===== src/rtl/triangle_assemble_pkg.sv =====
// Shared types for the triangle assembler: f16 points, triangles, bounding boxes,
// the vertex-slot state and the f16 order key used by the optional bbox logic.
package triangle_assemble_pkg;

    typedef logic [15:0] f16_t;

    // [0] = x, [1] = y
    typedef f16_t [1:0] vec2_f16;

    // [0..2] = vertices in arrival order
    typedef vec2_f16 [2:0] tri_f16;

    typedef struct packed {
        vec2_f16 hi;
        vec2_f16 lo;
    } bbox_f16;

    typedef enum logic [1:0] {
        VTX0 = 2'd0,
        VTX1 = 2'd1,
        VTX2 = 2'd2
    } vslot_e;

    // Maps f16 bit patterns onto an unsigned total order: negatives are inverted,
    // positives get the top bit set, so -0 lands just below +0.
    function automatic f16_t f16_key(input f16_t bits);
        return bits[15] ? ~bits : (bits | 16'h8000);
    endfunction

endpackage


===== src/rtl/triangle_assemble_if.sv =====
// Point-input and triangle-output handshake bundle of the triangle assembler.
interface triangle_assemble_if;
    import triangle_assemble_pkg::*;

    vec2_f16 screen_pt;
    logic    screen_pt_valid;
    logic    in_ready;
    tri_f16  tri_out;
    logic    tri_valid;
    logic    tri_ready;
    vec2_f16 bbox_min;
    vec2_f16 bbox_max;

    modport master (
        output screen_pt, screen_pt_valid, tri_ready,
        input  in_ready, tri_out, tri_valid, bbox_min, bbox_max
    );

    modport slave (
        input  screen_pt, screen_pt_valid, tri_ready,
        output in_ready, tri_out, tri_valid, bbox_min, bbox_max
    );

endinterface


===== src/rtl/triangle_assemble_tri_fifo.sv =====
// First-word fall-through FIFO; a push into a full FIFO is taken only alongside a pop.
module tri_fifo #(
    parameter int WIDTH = 8,
    parameter int DEPTH = 4
) (
    input  logic                     clk,
    input  logic                     rst,
    input  logic                     push_i,
    input  logic [WIDTH-1:0]         wdata_i,
    input  logic                     pop_i,
    output logic [WIDTH-1:0]         rdata_o,
    output logic                     full_o,
    output logic                     empty_o,
    output logic [$clog2(DEPTH):0]   fill_o
);

    localparam int AW = $clog2(DEPTH);
    localparam logic [AW:0]   FULL_LVL = DEPTH[AW:0];
    localparam logic [AW:0]   FILL_ONE = 1;
    localparam logic [AW-1:0] PTR_ONE  = 1;

    logic [WIDTH-1:0] mem_q [DEPTH];
    logic [AW-1:0]    wr_ptr_q, wr_ptr_d;
    logic [AW-1:0]    rd_ptr_q, rd_ptr_d;
    logic [AW:0]      fill_q, fill_d;
    logic             do_push, do_pop;

    assign empty_o = (fill_q == '0);
    assign full_o  = (fill_q == FULL_LVL);
    assign fill_o  = fill_q;
    assign do_pop  = pop_i && !empty_o;
    assign do_push = push_i && (!full_o || do_pop);
    assign rdata_o = empty_o ? '0 : mem_q[rd_ptr_q];

    // NOTE: every signal assigned in always_comb gets a default first so no latch is inferred.
    always_comb begin
        wr_ptr_d = wr_ptr_q;
        rd_ptr_d = rd_ptr_q;
        fill_d   = fill_q;
        if (do_push) wr_ptr_d = wr_ptr_q + PTR_ONE;
        if (do_pop)  rd_ptr_d = rd_ptr_q + PTR_ONE;
        case ({do_push, do_pop})
            2'b10:   fill_d = fill_q + FILL_ONE;
            2'b01:   fill_d = fill_q - FILL_ONE;
            default: fill_d = fill_q;
        endcase
    end

    // NOTE: state registers use non-blocking assignments so every flop samples pre-edge values.
    always_ff @(posedge clk) begin
        if (rst) begin
            wr_ptr_q <= '0;
            rd_ptr_q <= '0;
            fill_q   <= '0;
        end else begin
            wr_ptr_q <= wr_ptr_d;
            rd_ptr_q <= rd_ptr_d;
            fill_q   <= fill_d;
        end
    end

    // NOTE: storage is not reset; the fill level gates every read, so stale words are never visible.
    always_ff @(posedge clk) begin
        if (do_push) mem_q[wr_ptr_q] <= wdata_i;
    end

endmodule


===== src/rtl/triangle_assemble.sv =====
// Groups projected points into triangles and buffers them for the rasterizer.
// Define TRI_BBOX_EN to store and present a per-triangle bounding box.
module triangle_assemble
    import triangle_assemble_pkg::*;
#(
    parameter int FIFO_DEPTH = 4,
    parameter int DROP_W     = 16
) (
    input  logic                 clk,
    input  logic                 rst,
    input  logic                 flush,
    triangle_assemble_if.slave   bus,
    output logic [DROP_W-1:0]    drop_count
);

    localparam int FILL_W = $clog2(FIFO_DEPTH) + 1;
    localparam logic [FILL_W-1:0] FULL_LVL = FIFO_DEPTH[FILL_W-1:0];
    localparam logic [DROP_W-1:0] DROP_ONE = 1;

`ifdef TRI_BBOX_EN
    typedef struct packed {
        bbox_f16 bbox;
        tri_f16  verts;
    } entry_t;

    // Ties keep the earlier vertex because only strict key comparisons replace the running value.
    function automatic bbox_f16 tri_bbox(input tri_f16 t);
        bbox_f16 b;
        b.lo = t[0];
        b.hi = t[0];
        for (int v = 1; v < 3; v++) begin
            for (int a = 0; a < 2; a++) begin
                if (f16_key(t[v][a]) < f16_key(b.lo[a])) b.lo[a] = t[v][a];
                if (f16_key(t[v][a]) > f16_key(b.hi[a])) b.hi[a] = t[v][a];
            end
        end
        return b;
    endfunction
`else
    typedef struct packed {
        tri_f16 verts;
    } entry_t;
`endif

    vslot_e            state_q, state_d;
    vec2_f16           slot0_q, slot0_d;
    vec2_f16           slot1_q, slot1_d;
    logic [DROP_W-1:0] drop_q, drop_d;
    logic              push_req, pop, fifo_full, fifo_empty, push_ok, drop_evt;
    logic [FILL_W-1:0] fill;
    entry_t            wr_entry, head;

    always_comb begin
        state_d  = state_q;
        slot0_d  = slot0_q;
        slot1_d  = slot1_q;
        push_req = 1'b0;
        if (flush) begin
            state_d = VTX0;
        end else if (bus.screen_pt_valid) begin
            case (state_q)
                VTX0: begin
                    slot0_d = bus.screen_pt;
                    state_d = VTX1;
                end
                VTX1: begin
                    slot1_d = bus.screen_pt;
                    state_d = VTX2;
                end
                VTX2: begin
                    push_req = 1'b1;
                    state_d  = VTX0;
                end
                default: state_d = VTX0;
            endcase
        end
    end

    assign pop      = !fifo_empty && bus.tri_ready;
    assign push_ok  = push_req && (!fifo_full || pop);
    assign drop_evt = push_req && fifo_full && !pop;

    // Saturate rather than wrap so a long overload is never misread as a small one.
    always_comb begin
        drop_d = drop_q;
        if (drop_evt && (drop_q != '1)) drop_d = drop_q + DROP_ONE;
    end

    always_ff @(posedge clk) begin
        if (rst) begin
            state_q <= VTX0;
            slot0_q <= '0;
            slot1_q <= '0;
            drop_q  <= '0;
        end else begin
            state_q <= state_d;
            slot0_q <= slot0_d;
            slot1_q <= slot1_d;
            drop_q  <= drop_d;
        end
    end

    always_comb begin
        wr_entry       = '0;
        wr_entry.verts = {bus.screen_pt, slot1_q, slot0_q};
`ifdef TRI_BBOX_EN
        wr_entry.bbox  = tri_bbox({bus.screen_pt, slot1_q, slot0_q});
`endif
    end

    tri_fifo #(
        .WIDTH ($bits(entry_t)),
        .DEPTH (FIFO_DEPTH)
    ) u_fifo (
        .clk     (clk),
        .rst     (rst),
        .push_i  (push_ok),
        .wdata_i (wr_entry),
        .pop_i   (pop),
        .rdata_o (head),
        .full_o  (fifo_full),
        .empty_o (fifo_empty),
        .fill_o  (fill)
    );

    assign bus.in_ready  = (fill < FULL_LVL);
    assign bus.tri_valid = !fifo_empty;
    assign bus.tri_out   = head.verts;
    assign drop_count    = drop_q;

`ifdef TRI_BBOX_EN
    assign bus.bbox_min = head.bbox.lo;
    assign bus.bbox_max = head.bbox.hi;
`else
    assign bus.bbox_min = '0;
    assign bus.bbox_max = '0;
`endif

endmodule


===== src/flat_wrapper.sv =====
// flat-port wrapper written by rule: the top's interface ports become plain ports
module triangle_assemble_flat import triangle_assemble_pkg::*;
#(
    parameter int FIFO_DEPTH = 4,
    parameter int DROP_W     = 16
)
  (clk, rst, flush, drop_count, bus_screen_pt, bus_screen_pt_valid, bus_tri_ready, bus_in_ready, bus_tri_out, bus_tri_valid, bus_bbox_min, bus_bbox_max);
  triangle_assemble_if bus_i ();
  input  logic clk;
  input  logic rst;
  input  logic flush;
  output logic [DROP_W-1:0] drop_count;
  input wire logic [$bits(bus_i.screen_pt)-1:0] bus_screen_pt;
  input wire logic [$bits(bus_i.screen_pt_valid)-1:0] bus_screen_pt_valid;
  input wire logic [$bits(bus_i.tri_ready)-1:0] bus_tri_ready;
  output wire logic [$bits(bus_i.in_ready)-1:0] bus_in_ready;
  output wire logic [$bits(bus_i.tri_out)-1:0] bus_tri_out;
  output wire logic [$bits(bus_i.tri_valid)-1:0] bus_tri_valid;
  output wire logic [$bits(bus_i.bbox_min)-1:0] bus_bbox_min;
  output wire logic [$bits(bus_i.bbox_max)-1:0] bus_bbox_max;
  assign bus_i.screen_pt = bus_screen_pt;
  assign bus_i.screen_pt_valid = bus_screen_pt_valid;
  assign bus_i.tri_ready = bus_tri_ready;
  assign bus_in_ready = bus_i.in_ready;
  assign bus_tri_out = bus_i.tri_out;
  assign bus_tri_valid = bus_i.tri_valid;
  assign bus_bbox_min = bus_i.bbox_min;
  assign bus_bbox_max = bus_i.bbox_max;
  triangle_assemble #(.FIFO_DEPTH(FIFO_DEPTH), .DROP_W(DROP_W)) u_core (.clk(clk), .rst(rst), .flush(flush), .bus(bus_i), .drop_count(drop_count));
endmodule

===== config.mk =====
export PLATFORM = sky130hd
export DESIGN_NAME = triangle_assemble_flat
export DESIGN_NICKNAME = d
export VERILOG_FILES = /design/src/rtl/triangle_assemble_pkg.sv /design/src/rtl/triangle_assemble_if.sv /design/src/rtl/triangle_assemble_tri_fifo.sv /design/src/rtl/triangle_assemble.sv /design/src/flat_wrapper.sv
export SDC_FILE = /design/constraint.sdc
export NUM_CORES = 1
export LEC_CHECK = 0
export BUFFER_PORTS_ARGS = -buffer_cell sky130_fd_sc_hd__buf_2
export CORE_ASPECT_RATIO = 1.4
export CORE_MARGIN = 2
export CORE_UTILIZATION = 58
export DETAILED_ROUTE_END_ITERATION = 7
export PLACE_DENSITY = 0.79
export SYNTH_ARGS = -nofsm -noshare
export SYNTH_HDL_FRONTEND = slang
export SYNTH_SLANG_ARGS = --single-unit

===== constraint.sdc =====
create_clock -name clk -period 3.5 [get_ports clk]
set_input_delay 0.525 -clock clk [delete_from_list [all_inputs] [get_ports clk]]
set_output_delay 0.525 -clock clk [all_outputs]
set_load 0.005 [all_outputs]

-- Word level (Yosys, flattened, before mapping)
Memories as Yosys holds them, arrays and structs flattened. A register that Yosys moved wholly into a read port is not among the register bits.
Index checks and enable logic that the tools add are counted.
- multiplexer cells: 10
- order comparisons: 1
- reductions and logical operators: 18
- bitwise gates (word level): 1
- add/subtract/negate cells: 5
- eq/ne operators: 6
- operators by type and width (cell ; count):
    2-to-1 mux 96 bit ; 1
    adder 16 x 1 -> 16 bit (second input constant) ; 1
    inequality test 16 bit (second input constant) ; 1
    logical AND 1 bit ; 7
    one-hot mux 3 bit (2 select lines) ; 1
    AND reduction 3 bit ; 2
    2-to-1 mux 1 bit ; 5
    adder 2 x 1 -> 2 bit (second input constant) ; 2
    equality test 2 x 1 -> 1 bit (second input constant) ; 2
    equality test 2 bit (second input constant) ; 2
    2-to-1 mux 2 bit ; 2
    one-hot mux 2 bit (2 select lines) ; 1
    adder 3 x 1 -> 3 bit (second input constant) ; 1
    equality test 3 bit (second input constant) ; 1
    zero test 1 bit ; 3
    zero test 3 bit ; 1
    < comparator 3 bit (second input constant) ; 1
    subtractor 3 x 1 -> 3 bit (second input constant) ; 1
    zero test 2 bit ; 1
    logical OR 1 bit ; 2
    nonzero test 2 bit ; 1
    OR reduction 2 bit ; 1
    inverter 1 bit ; 1
- logic and storage cells: 51
- output and inout port bits: 178
- input port bits: 37
- bits in registers: 89
- memory bits (writable): 384
- memories: 1
- memories (name ; depth ; bits a word ; read ports ; clocked after memory_dff ; wr ports ; line ; source):
    u_core.u_fifo.mem_q ; 4 ; 96 ; 1 ; 1 ; 1 ; triangle_assemble_tri_fifo.sv:22 ; logic [WIDTH-1:0] mem_q [DEPTH];

-- Logic depth before layout (Yosys ltp)
- depth in word-level cells: 8
- mapped depth: 10
- gate-level depth less buffers: 9

-- By module
A second synthesis with hierarchy kept.
- cells, all modules: 1139
- area, all modules: 18745.5 um^2
- by module, submodules not included (module ; area each (um^2) ; cells each ; seq. area each (um^2) ; instances):
    tri_fifo ; 15068.2 ; 676 ; 11711.2 ; 1
    triangle_assemble ; 3677.3 ; 463 ; 1641.6 ; 1

-- Least setup slack after synthesis
OpenSTA, ideal clock, no wires.
- kind: input to register
- start: in bus_tri_ready
- end: reg u_core.u_fifo.fill_q[2] (netlist: u_core.u_fifo.fill_o[2])
- cell stages on the path: 9
- data arrival time: 2591 ps
- setup slack: 838 ps
- data required time: 3430 ps
- setup time: 70 ps
- path buffers: 0
- cell sequence: or4b_2 and2_2 inv_1 ha_1 inv_1 fa_1 xor2_1 or3_1 a21oi_1
- word-level cells in the longest chain between the ends: 6
- elaborated cells on any way between the ends: 10
- classes of those cells: 2 x eq/ne; 1 x mux; 7 x reduce/logical
- RTL lines (item ; line ; source):
    start, declared ; flat_wrapper.sv:15 ; input wire logic [$bits(bus_i.tri_ready)-1:0] bus_tri_ready;
    logical AND 1 bit (*) ; triangle_assemble.sv:79 ; assign pop = !fifo_empty && bus.tri_ready;
    logical OR 1 bit or logical AND 1 bit (tied branches) ; triangle_assemble.sv:80, triangle_assemble_tri_fifo.sv:31 ;
    logical AND 1 bit or logical OR 1 bit (tied branches) ; triangle_assemble.sv:80, triangle_assemble_tri_fifo.sv:32 ;
    logical AND 1 bit ; triangle_assemble_tri_fifo.sv:32 ; assign do_push = push_i && (!full_o || do_pop);
    equality test 2 x 1 -> 1 bit or equality test 2 bit (tied branches) ; triangle_assemble_tri_fifo.sv:42 ; case ({do_push, do_pop})
    one-hot mux 3 bit (2 select lines) or nonzero test 2 bit (tied branches) ; n/a ;
    end signal, assigned ; triangle_assemble_tri_fifo.sv:58 ; fill_q <= fill_d;
    end, declared ; triangle_assemble_tri_fifo.sv:25 ; logic [AW:0] fill_q, fill_d;
Every way passes the cells marked *; elsewhere a longest branch is shown, timed or not.
A chain may end at the register's enable or synchronous reset.

-- Worst setup path in the final report
- start: reg u_core.u_fifo.fill_q[0] (netlist: u_core.u_fifo.fill_o[0])
- end: out bus_tri_out[2]
- word-level cells in the longest chain between the ends: 2
- RTL lines (item ; line ; source):
    zero test 3 bit ; triangle_assemble_tri_fifo.sv:28 ; assign empty_o = (fill_q == '0);
    2-to-1 mux 96 bit ; triangle_assemble_tri_fifo.sv:33 ; assign rdata_o = empty_o ? '0 : mem_q[rd_ptr_q];
    end, declared ; flat_wrapper.sv:17 ; output wire logic [$bits(bus_i.tri_out)-1:0] bus_tri_out;
Every way passes these cells.

==> impl_metrics.yaml <==
placed_design:
  preCtsSetupSlack_ps: 527.1
  numPortBuffers: 150
  place_hpwl_mm: 22.44
  gp_congestion: 0.7706
  dpl.cell_count: 1625
  placed_area_mm2: 0.01968
sta:
  finalWorstSetupSlack_ps: 540.8
  timing_worst_slew_pin_value_ps: 964.5
  hold_viol: 0
  setup_viol: 0
  post-route-period-util_pct: 84.55
  final.min_clock_period_ps: 2959
  tns_ps: 0
  maxSlewHeadroom_pct: 35.55
  rsz0062_at_grt: "false"
  hold_ws_ps: 231.1
  skew_ps: 14.34
  slew_viol_final: 0
  clock.fmax_mhz: 337.9
drt:
  avgRoutedWirePerCell_um: 21.89
  antenna_left: 0
  via_per_inst: 5.751
  drt_wl_total_mm: 37.31
  firstDrtPassIters: 5
  routed-via-count: 9799
  drc: 0
  drtIter0Drc: 778
cts:
  clock-sinks: 475
  insertion_delay_ps: 550
  post-cts-setup-buffers: 0
  cts_tree: "yes"
  cts_hold_buf: 0
  cts_htree_levels: 2
  cts_root_buf: "clkbuf_16"
  clk_path_buf_depth: 3
  cts_buffers: 42
  post_cts_resized: 0
  clk_pin_slew_ps: 70
floorplanning:
  die_w_um: 155.1
  ioPinCount: 215
  dieArea_mm2: 0.03345
  core_area_mm2: 0.03150
  fp.dieH_um: 215.6
  fp-row-count: 77
  initial_core_util_pct: 58.88
hold_path:
  hold_class: "input port to flip-flop"
critical_path:
  endpoint_kind: "output pin"
  worstPathMaxFanout: 57
  cp_cell_sequence: "or3_2 -> buf_12 -> and2_1 -> buf_2"
  start_kind: "flip-flop"
  worst-r2r-setup-slack_ps: 740
  cp_slowest_cell: "or3_2"
  worstPathArrival_ps: 2430
  slowest_delay_ps: 850
  worstSetupPathType: "flip-flop to output pin"
  critical_path_required_ps: 2970
power:
  p_total_mw: 11.02
  p_comb_share_pct: 1.8
  ir_worst_vdd_mv: 0.4204
  internal_power_mw: 8.859
  pwr-share-seq_pct: 55.5
  switchingPower_mw: 2.165
  power_density_mw_per_mm2: 522.1
  clockPowerShare_pct: 42.7
  power.leakage_nw: 7.139
  swShare_pct: 19.64
grt:
  grt_use_total_pct: 22.42
  grt_pass1_wl_mm: 56.37
  first_global_vias: 9876
  antenna_found_initial: 2
  grt_start_max_net_pins: 77
  gr-total-overflow: 0
logic_synthesis:
  yosys-top-cells-area: "edfxtp_1, mux4_2, dfxtp_1, and2_1, nand2_1"
  syn_inst: 1118
  yosys.cell_types.count: 49
  synth.top_cells.by_count: "edfxtp_1, nand2_1, and2_1"
  synth_area_mm2: 0.01855
  yosysSeqAreaShare_pct: 71.99
  netlist.top_cell.by_area: "edfxtp_1"
  synth-seq-cells: 475
  syn_avg_cell_area_um2: 16.59
  ys_warn_count: 0
  yosysMostFrequentCell: "edfxtp_1"
  synth_top_cell_area_share_pct: 62.17
  async_flop_share_pct: 0
  ys.flop_type: "edfxtp_1"
  synth-edff-count: 384
layout:
  final_cells: 1704
  multi_input_area_mm2: 0.004693
  final_nets: 1318
  syn_to_final_growth_pct: 13.83
  fin_area_mm2: 0.02111
  regArea_mm2: 0.01336
  utilization_pct: 67.02
  fillers: 2091
  layout-drive-gt1-share_pct: 27.60
job:
  maxCapViolCount: 0
outcome:
  outcome: "completed"
[power groups by stage]
stage / registers, mW / clock network, mW / logic, mW
after floorplan: 6.24 / 0 / 0.151
after global placement: 6.24 / 0 / 0.192
after detailed placement: 6.24 / 0 / 0.198
after CTS: 6.12 / 4.77 / 0.199
after global routing: 6.12 / 4.99 / 0.218
final: 6.12 / 4.70 / 0.199
[sequential cells by signal (all words and copies together), names as in the netlist, named ones only]
| register | count |
|---|---|
| u_core.slot1_q | 32 |
| u_core.state_q | 2 |
| u_core.u_fifo.rd_ptr_q | 2 |
| u_core.u_fifo.wr_ptr_q | 2 |
| u_core.slot0_q | 32 |
| u_core.u_fifo.fill_o | 3 |
| u_core.drop_count | 16 |
| u_core.u_fifo.mem_q | 384 |
[area by class of cell]
class / count / area share [%]
Sequential cell: 475 / 63.28
Multi-Input combinational cell: 571 / 22.23
Clock buffer: 53 / 5.570
Timing Repair Buffer: 174 / 5.191
Tap cell: 395 / 2.341
Clock inverter: 25 / 1.203
Inverter: 10 / 0.1778
Antenna cell: 1 / 0.01185
[per-layer routing]
| metal | global-route usage [%] | share of wire (%) |
|---|---|---|
| met1 | 27.14 | 36 |
| met3 | 4.378 | 6.5 |
| met5 | 0 | 0.035 |
| met2 | 39.99 | 54 |
| met4 | 8.148 | 3.0 |
[critical path: cells and delay by family (launching register included)]
kind                   cells  cell delay (ps)
buffers and inverters      2              460
and+or+nand+nor            2             1030
DFF                        1              370
[cell families (layout without fill, tap and decap cells)]
| logic type | count (synthesis) | after routing | synth area share, % |
|---|---|---|---|
| buffers and inverters | 135 | 262 | 4.175 |
| other | 1 | 65 | 0.02022 |
| AOI/OAI and AO/OA | 94 | 94 | 2.678 |
| adders and majority gates | 7 | 7 | 0.5126 |
| DFF | 475 | 475 | 71.99 |
| muxes | 100 | 100 | 11.90 |
| xor gates and xnor gates | 5 | 5 | 0.2361 |
| and+or+nand+nor | 301 | 301 | 8.493 |
[final timing paths]
path / endpoint / start / depth (start not counted)
hold reg to reg: u_core.slot1_q[14] / u_core.slot1_q[14] / 2
hold / removal: u_core.u_fifo.mem_q[2][94] / bus_screen_pt[30] / 1
setup reg to reg: u_core.u_fifo.fill_o[2] / u_core.u_fifo.fill_o[0] / 9
setup / recovery: bus_tri_out[2] / u_core.u_fifo.fill_o[0] / 4
[placed cells by master (no fill, tap or decap), drive strengths merged, types with 2 or more instances in the layout]
| cell type | Yosys | routed |
|---|---|---|
| o21ai | 5 | 5 |
| and2 | 98 | 98 |
| o31ai | 7 | 7 |
| nor2b | 2 | 2 |
| xor2 | 3 | 3 |
| nor4b | 3 | 3 |
| conb | 1 | 64 |
| nand2 | 136 | 136 |
| and3 | 8 | 8 |
| clkbuf | 42 | 53 |
| or4 | 7 | 7 |
| nor3 | 4 | 4 |
| nor4 | 4 | 4 |
| dfxtp | 91 | 91 |
| nand3 | 7 | 7 |
| buf | 83 | 174 |
| inv | 10 | 14 |
| mux4 | 96 | 96 |
| nor2 | 13 | 13 |
| clkinv | 0 | 15 |
| or3 | 6 | 6 |
| edfxtp | 384 | 384 |
| xnor2 | 2 | 2 |
| bufinv | 0 | 4 |
| ha | 6 | 6 |
| mux2 | 4 | 4 |
| nand4 | 4 | 4 |
| clkinvlp | 0 | 2 |
| a21oi | 79 | 79 |
Power figures use the tool's default switching activity.
